**config.mk**
```make
export PLATFORM = sky130hd
export DESIGN_NAME = y_signature_collector
export DESIGN_NICKNAME = d
export VERILOG_FILES = /design/src/rtl/ysig_pkg.sv /design/src/rtl/ysig_misr_step.sv /design/src/rtl/y_signature_collector.sv
export SDC_FILE = /design/constraint.sdc
export NUM_CORES = 1
export LEC_CHECK = 0
export ABC_AREA = 1
export ABC_CLOCK_PERIOD_IN_PS = 2750
export BUFFER_PORTS_ARGS = -buffer_cell sky130_fd_sc_hd__clkbuf_2
export CAP_MARGIN = 20
export CORE_MARGIN = 3
export CORE_UTILIZATION = 52
export DETAILED_ROUTE_END_ITERATION = 10
export GPL_TIMING_DRIVEN = 1
export PLACE_DENSITY = 0.85
export SYNTH_ARGS = -nofsm -noshare
export SYNTH_HDL_FRONTEND = slang
export SYNTH_SLANG_ARGS = --single-unit
```
**constraint.sdc**
```tcl
create_clock -name clk -period 2.75 [get_ports clk]
set_clock_uncertainty 0.15 [all_clocks]
set_input_delay 0.1375 -clock clk [delete_from_list [all_inputs] [get_ports clk]]
set_output_delay 0.1375 -clock clk [all_outputs]
set_load 0.03 [all_outputs]
```
**src/rtl/ysig_pkg.sv**
```systemverilog
// Shared definitions for the y_signature_collector capture stage:
// bus width, default MISR feedback taps and the FSM state type.
package ysig_pkg;

  localparam int unsigned Y_W = 119;

  localparam logic [Y_W-1:0] POLY_DEFAULT = 119'h201;

  typedef enum logic [1:0] {
    IDLE    = 2'd0,
    CAPTURE = 2'd1,
    DONE    = 2'd2
  } ysig_state_t;

endpackage : ysig_pkg

```
**src/rtl/ysig_misr_step.sv**
```systemverilog
// One MISR step: shift the signature left, fold the feedback taps in when
// the MSB falls off, then XOR the incoming sample. Purely combinational.
module ysig_misr_step #(
  parameter int unsigned W = 119
) (
  input  logic [W-1:0] sig,
  input  logic [W-1:0] y,
  input  logic [W-1:0] poly,
  output logic [W-1:0] sig_next
);

  logic [W-1:0] shifted;

  // Shift, conditional feedback, sample fold
  always_comb begin
    shifted  = {sig[W-2:0], 1'b0};
    sig_next = (sig[W-1] ? (shifted ^ poly) : shifted) ^ y;
  end

endmodule : ysig_misr_step

```
**src/rtl/y_signature_collector.sv**
```systemverilog
// Capture stage that compresses a programmed number of y samples into a
// MISR signature and flags completion.
// Optional feature: define YSIG_COMPARE_EN to add expected_sig input and
// pass/fail outputs evaluated while the run is complete.
module y_signature_collector #(
  parameter int unsigned      Y_W   = ysig_pkg::Y_W,
  parameter logic [Y_W-1:0]   POLY  = Y_W'(ysig_pkg::POLY_DEFAULT),
  parameter logic [Y_W-1:0]   SEED  = '0,
  parameter int unsigned      CNT_W = 8
) (
  input  logic             clk,
  input  logic             rst_n,
  input  logic             start,
  input  logic [CNT_W-1:0] num_samples,
  input  logic [Y_W-1:0]   y,
  input  logic             y_valid,
`ifdef YSIG_COMPARE_EN
  input  logic [Y_W-1:0]   expected_sig,
  output logic             pass,
  output logic             fail,
`endif
  output logic             busy,
  output logic             done,
  output logic [Y_W-1:0]   signature,
  output logic [CNT_W-1:0] samples_left
);

  import ysig_pkg::*;

  ysig_state_t      state_q, state_d;
  logic [Y_W-1:0]   sig_q, sig_d, sig_step;
  logic [CNT_W-1:0] cnt_q, cnt_d;
  logic             busy_q, busy_d;
  logic             done_q, done_d;
`ifdef YSIG_COMPARE_EN
  logic [Y_W-1:0]   exp_q, exp_d;
  logic             pass_q, pass_d;
  logic             fail_q, fail_d;
`endif

  ysig_misr_step #(
    .W (Y_W)
  ) u_step (
    .sig      (sig_q),
    .y        (y),
    .poly     (POLY),
    .sig_next (sig_step)
  );

  // Next-state, counter and signature update; flags follow the next state
  always_comb begin
    state_d = state_q;
    sig_d   = sig_q;
    cnt_d   = cnt_q;
`ifdef YSIG_COMPARE_EN
    exp_d   = exp_q;
`endif

    unique case (state_q)
      IDLE, DONE: begin
        if (start) begin
          sig_d   = SEED;
          cnt_d   = num_samples;
`ifdef YSIG_COMPARE_EN
          exp_d   = expected_sig;
`endif
          state_d = (num_samples == '0) ? DONE : CAPTURE;
        end
      end
      CAPTURE: begin
        if (y_valid) begin
          sig_d = sig_step;
          if (cnt_q != '0) begin
            cnt_d = cnt_q - CNT_W'(1);
          end
          if (cnt_q <= CNT_W'(1)) begin
            state_d = DONE;
          end
        end
      end
      default: begin
        state_d = IDLE;
      end
    endcase

    busy_d = (state_d == CAPTURE);
    done_d = (state_d == DONE);
`ifdef YSIG_COMPARE_EN
    pass_d = done_d && (sig_d == exp_d);
    fail_d = done_d && (sig_d != exp_d);
`endif
  end

  // State and output registers, cleared asynchronously
  always_ff @(posedge clk or negedge rst_n) begin
    if (!rst_n) begin
      state_q <= IDLE;
      sig_q   <= SEED;
      cnt_q   <= '0;
      busy_q  <= 1'b0;
      done_q  <= 1'b0;
`ifdef YSIG_COMPARE_EN
      exp_q   <= '0;
      pass_q  <= 1'b0;
      fail_q  <= 1'b0;
`endif
    end else begin
      state_q <= state_d;
      sig_q   <= sig_d;
      cnt_q   <= cnt_d;
      busy_q  <= busy_d;
      done_q  <= done_d;
`ifdef YSIG_COMPARE_EN
      exp_q   <= exp_d;
      pass_q  <= pass_d;
      fail_q  <= fail_d;
`endif
    end
  end

  assign busy         = busy_q;
  assign done         = done_q;
  assign signature    = sig_q;
  assign samples_left = cnt_q;
`ifdef YSIG_COMPARE_EN
  assign pass         = pass_q;
  assign fail         = fail_q;
`endif

endmodule : y_signature_collector

```
### Word level (Yosys, flattened, before mapping)

Cells that the tools add are included.

| word-level totals | value |
|---|---|
| register bits | 131 |
| output and inout port bits | 129 |
| bits of input ports | 131 |
| word-level logic and storage cells | 36 |

| operators by class | value |
|---|---|
| equal/unequal tests | 7 |
| $lt $le $gt $ge | 1 |
| add/subtract/negate cells | 1 |
| bitwise operators | 2 |
| reductions and logical operators | 7 |
| mux-type cells | 13 |

Operator list:

| operator | count |
|---|---|
| $mux 119 | 2 |
| $pmux 119 s2 | 1 |
| $xor 119x119->119 | 1 |
| $mux 8 | 3 |
| $pmux 8 s2 | 1 |
| $mux 10 | 1 |
| $le 8x1->1 const B | 1 |
| $logic_not 8->1 | 1 |
| $mux 2 | 4 |
| $reduce_bool 8->1 | 1 |
| $sub 8x1->8 const B | 1 |
| $ne 2x2->1 const B | 3 |
| $eq 2x1->1 const B | 2 |
| $eq 2x2->1 const B | 2 |
| $pmux 2 s2 | 1 |
| $reduce_and 4->1 | 1 |
| $reduce_and 3->1 | 1 |
| $logic_not 2->1 | 1 |
| $not 2->2 | 1 |
| $reduce_bool 2->1 | 1 |
| $reduce_or 2->1 | 1 |

### Depth between registers and ports, before layout

| depth | value |
|---|---|
| depth after elaboration | 5 |
| depth in mapped cells | 11 |
| gate-level depth less buffers | 9 |

### Modules after synthesis

Synthesis repeated with hierarchy kept, for this count alone.

| second synthesis, totals | value |
|---|---|
| cell total of the unflattened synthesis | 2067 |
| area, all modules | 11309.6 um2 |

Modules (own cells, without submodules):

| module | area an instance (um2) | times used | cells each | sequential area each (um2) |
|---|---|---|---|---|
| ysig_misr_step | 5765.5 | 1 | 1431 | 0.0 |
| y_signature_collector | 5544.1 | 1 | 636 | 3278.1 |

### Worst setup path after synthesis

Ideal clock, no wire load.

| timing path | value |
|---|---|
| path kind | register -> register |
| start point | register cnt_q[0], in the netlist samples_left[0] |
| end point | register cnt_q[0], in the netlist samples_left[0] |
| setup slack | 948 ps |
| path buffers | 1 |
| arrival | 1523 ps |
| library setup time | 129 ps |
| cell stages (with the launch flop) | 9 |
| required time | 2471 ps |
| period minus slack after synthesis | 1802 ps |
| cell sequence | dfrtp_1 > inv_1 > ha_1 > nand2_1 > nor2_1 > nor2_8 > buf_6 > nand2_1 > o21ai_0 |

| on the way | value |
|---|---|
| cells in the longest elaborated chain, start to end | 4 |
| elaborated cells between the ends (all ways) | 7 |
| those cells by class | add/sub (1); eq/ne (1); mux (3); reduce/logical (2) |

RTL lines:

| item | RTL line | source |
|---|---|---|
| start, declared | y_signature_collector.sv:32 | `logic [CNT_W-1:0] cnt_q, cnt_d;` |
| start signal, assigned | y_signature_collector.sv:110 | `cnt_q <= cnt_d;` |
| $sub 8x1->8 | y_signature_collector.sv:74 | `cnt_d = cnt_q - CNT_W'(1);` |
| $mux 8 | y_signature_collector.sv:73 | `if (cnt_q != '0) begin` |
| $mux 8 | y_signature_collector.sv:71 | `if (y_valid) begin` |
| $pmux 8 s2 | y_signature_collector.sv:59 | `unique case (state_q)` |

Several ways; a longest one is shown, not always the timed one. The select of a mux whose other input is x is not followed.
A chain may end at the register's enable or synchronous reset.

### Worst setup path after layout

| timing path | value |
|---|---|
| start point | register state_q[0] |
| end point | register sig_q[112], in the netlist signature[112] |

| on the way | value |
|---|---|
| cells in the longest elaborated chain, start to end | 4 |
| elaborated cells between the ends (all ways) | 9 |
| those cells by class | eq/ne (4); mux (1); reduce/logical (4) |

RTL lines:

| item | RTL line | source |
|---|---|---|
| start, declared | y_signature_collector.sv:30 | `ysig_state_t state_q, state_d;` |
| start signal, assigned | y_signature_collector.sv:108 | `state_q <= state_d;` |
| $eq 2x2->1 / $logic_not 2->1 (equally long branches) | y_signature_collector.sv:59 |  |
| $reduce_or 2->1 | y_signature_collector.sv:59 |  |
| $ne 2x2->1 (no source line) / $reduce_bool 2->1 (equally long branches) | n/a |  |
| $reduce_and 3->1 (no source line) | n/a |  |
| end signal, assigned | y_signature_collector.sv:109 | `sig_q <= sig_d;` |
| end, declared | y_signature_collector.sv:31 | `logic [Y_W-1:0] sig_q, sig_d, sig_step;` |

Several ways; a longest one is shown, not always the timed one.

==> results by group <==
Outcome
  – Status: complete, no violations

Clock tree
  – Clock slew seen by the registers of the worst setup and hold paths: roughly 0.060 ns
  – H-tree Lvls: 4
  – CTS resizes: 0
  – # hold bufs at CTS: 130
  – Worst-Skew Late Latency: ~0.40 ns
  – CTS Buf Count: 17
  – Clock Path Buffers: 2
  – Root Driver: clkbuf_16
  – CTS Sinks: 131
  – CTS tree: yes
  – Setup bufs post-CTS: 0

Final layout
  – Final instance count without filler cells: approximately 1,300
  – Final core occ: between 80% and 90%
  – Layout cells sized above 1: between 20% and 30%
  – Area added between synthesis and finish: 53.1%
  – Layout net count: ~1,300
  – Cell area after layout: 0.00949 sq mm

GRT
  – First-pass GRT wire length: roughly 36,000 um
  – GRT Total Usage: 34.0%
  – Largest net degree at the start of global routing: 115
  – Vias in the first global route: 7,145
  – Congestion Overflow GR: 0
  – Initial antenna violation count: 0

Placed design
  – DP Cell Count: 1,120
  – Post-DP HPWL: 12,200 um
  – Placer Congestion: 0.857
  – Pre-CTS setup slack: ~0.65 ns
  – Port bufs: around 260
  – DP Area: 0.00756 sq mm

Die
  – Num ports: 260
  – Die X: ~120 um
  – Chip Height: around 120 um
  – Site row count: 39
  – Initial Util: a little over half
  – DIE AREA: around 0.013 sq mm
  – Core area: approximately 0.012 sq mm

Hold path
  – Tightest Hold Check Type: in2async

STA
  – Final period util: 80.0%
  – Setup TNS: 0 ns
  – Worst rel slew slack: between 40 and 50%
  – RSZ-0062 raised after global routing: false
  – Slew of the pin with the lowest slew margin: roughly 0.79 ns
  – Max Transition Viols Final: 0
  – Final hold vios: 0
  – Max Clock Freq: ~450 MHz
  – Final WS setup: 0.550 ns
  – Tmin final: between 2 and 2.5 ns
  – Finish-stage setup viols: 0
  – WHS: roughly 0.090 ns

Detailed routing
  – DRT Pass-1 Iters: 5
  – DR WL/cell: 17.6 um
  – Vias: about 7,500
  – 1st-iter DRT viols: approximately 830
  – Final ANT Viol Nets: 0
  – Number of vias per cell: 5.84
  – DRC viols: 0
  – M1 wire length: between 8000 and 9000 um
  – DRT Wirelength: approximately 23,000 um
  – Highest routed layer: met4
  – Met2 WL post-DR: between 10,000 and 15,000 um
  – Met3 Routed Length: 2170 um

Worst setup path
  – Critical Path RT: 2.89 ns
  – Critical Path End Type: flip-flop
  – Crit path DAT: ~2.3 ns
  – Type of origin of the critical path: flip-flop
  – Worst Reg-to-Reg Cells: 8
  – Worst setup path category: reg2reg
  – Crit path max fanout: between 100 and 150

Power and ir drop
  – VDD IR max: approximately 800 uV
  – Tot Pwr: between 10 and 15 mW
  – Power Density: about 1300 mW/mm^2
  – P_leak: around 4.6 nW

Synth
  – Area contributors post-synth: dfrtp_1 53%, o21ai_0 20%, a21oi_1 9.5%
  – Number of synthesized register bits: 131
  – Area share of the largest cell type after synthesis: about 53%
  – Area leader, netlist: dfrtp_1
  – Seq/Total Area, Yosys: between 50% and 60%
  – Synth top cells by count: 250 x o21ai_0, 156 x nand2_1, 131 x dfrtp_1, 118 x a21oi_1, 19 x buf_2
  – Ys Warns: 0
  – Mapped Area: between 0.006 and 0.007 sq mm
  – Mean Syn Cell Area: approximately 8.2 sq um
  – Synth Net Count: 885
  – Mapped Cells: roughly 750
  – Async SR Flop Fraction: 100%
  – Post-synth cell types: 23
  – Synth Flop Type: dfrtp_1
  – Count leader, synth: o21ai_0
  – EDFF count, synth: 0

Flow run
  – Max-cap violations: 0
-- flip-flops by register name, indices dropped and copies added (netlist names) --
| signal | flops |
|---|---|
| busy | 1 |
| signature | 119 |
| done | 1 |
| state_q | 2 |
| samples_left | 8 |
-- routing by layer --
metal | track usage, % | vias to the layer above
li1 | - | 3375
met4 | 17.5 | 0
met5 | 0 | -
met2 | 56.7 | 560
met1 | 40.8 | 3435
met3 | 8.53 | 112
-- layout by cell type, fill, tap and decap left out, drive strengths merged, types with 2 or more instances in the layout --
cell type / instances
clkbuf: 279
o21ai: 251
nand2: 157
dfrtp: 131
dlygate4sd3: 130
a21oi: 118
nor2: 19
inv: 13
nand3: 11
buf: 8
clkinv: 5
bufinv: 4
nand4: 3
ha: 2
clkinvlp: 2
-- kinds of logic (layout without fill, tap and decap cells) --
group / Yosys count / after routing / synth area share (%)
AO/OA/AOI/OAI: 370 / 370 / 29.9
XOR/XNOR: 1 / 1 / 0.141
adder cells (fa/ha/maj): 2 / 2 / 0.403
buffers and inverters: 55 / 441 / 4.07
flip-flops: 131 / 131 / 52.9
other: 0 / 1 / 0
AND/OR/NAND/NOR: 193 / 193 / 12.6
-- final cells by class --
| type | count | area [sq um] |
|---|---|---|
| repair buffers | 396 | 2680 |
| clock inverters | 10 | 155 |
| clock buffers | 21 | 470 |
| fillers | 625 | 2020 |
| inverters | 14 | 58.8 |
| flip-flops and latches | 131 | 3280 |
| diodes | 1 | 2.50 |
| multi-input cells | 566 | 2670 |
| well taps | 143 | 179 |
-- final timing paths --
check | start | to | slack (ns)
worst max-delay path | state_q[0]$_DFF_PN0_ | signature[112]$_DFFE_PN0P_ | 0.55
worst min-delay path | rst_n | signature[5]$_DFFE_PN0P_ | 0.09
worst max register to register | state_q[0]$_DFF_PN0_ | signature[112]$_DFFE_PN0P_ | 0.55
worst min register to register | signature[0]$_DFFE_PN0P_ | signature[0]$_DFFE_PN0P_ | 0.38
max in group asynchronous | rst_n | signature[56]$_DFFE_PN0P_ | 1.57
min in group clk | signature[0]$_DFFE_PN0P_ | signature[0]$_DFFE_PN0P_ | 0.38
-- critical path, stage by stage (launching register included) --
cell     delay, ns
dfrtp_1       0.39
inv_2         0.09
nor2_4        0.08
nand2_1       0.09
nand2_2       0.09
inv_6         0.51
buf_12        0.37
nand2_1       0.11
o21ai_0       0.14
-- report_power, final --
part	switching, mW	leakage [nW]	internal (mW)
clock	0.820	0.305	1.58
combinational	4.14	2.63	1.76
sequential	1.05	1.63	2.84
(Power assumes the default switching activity.)
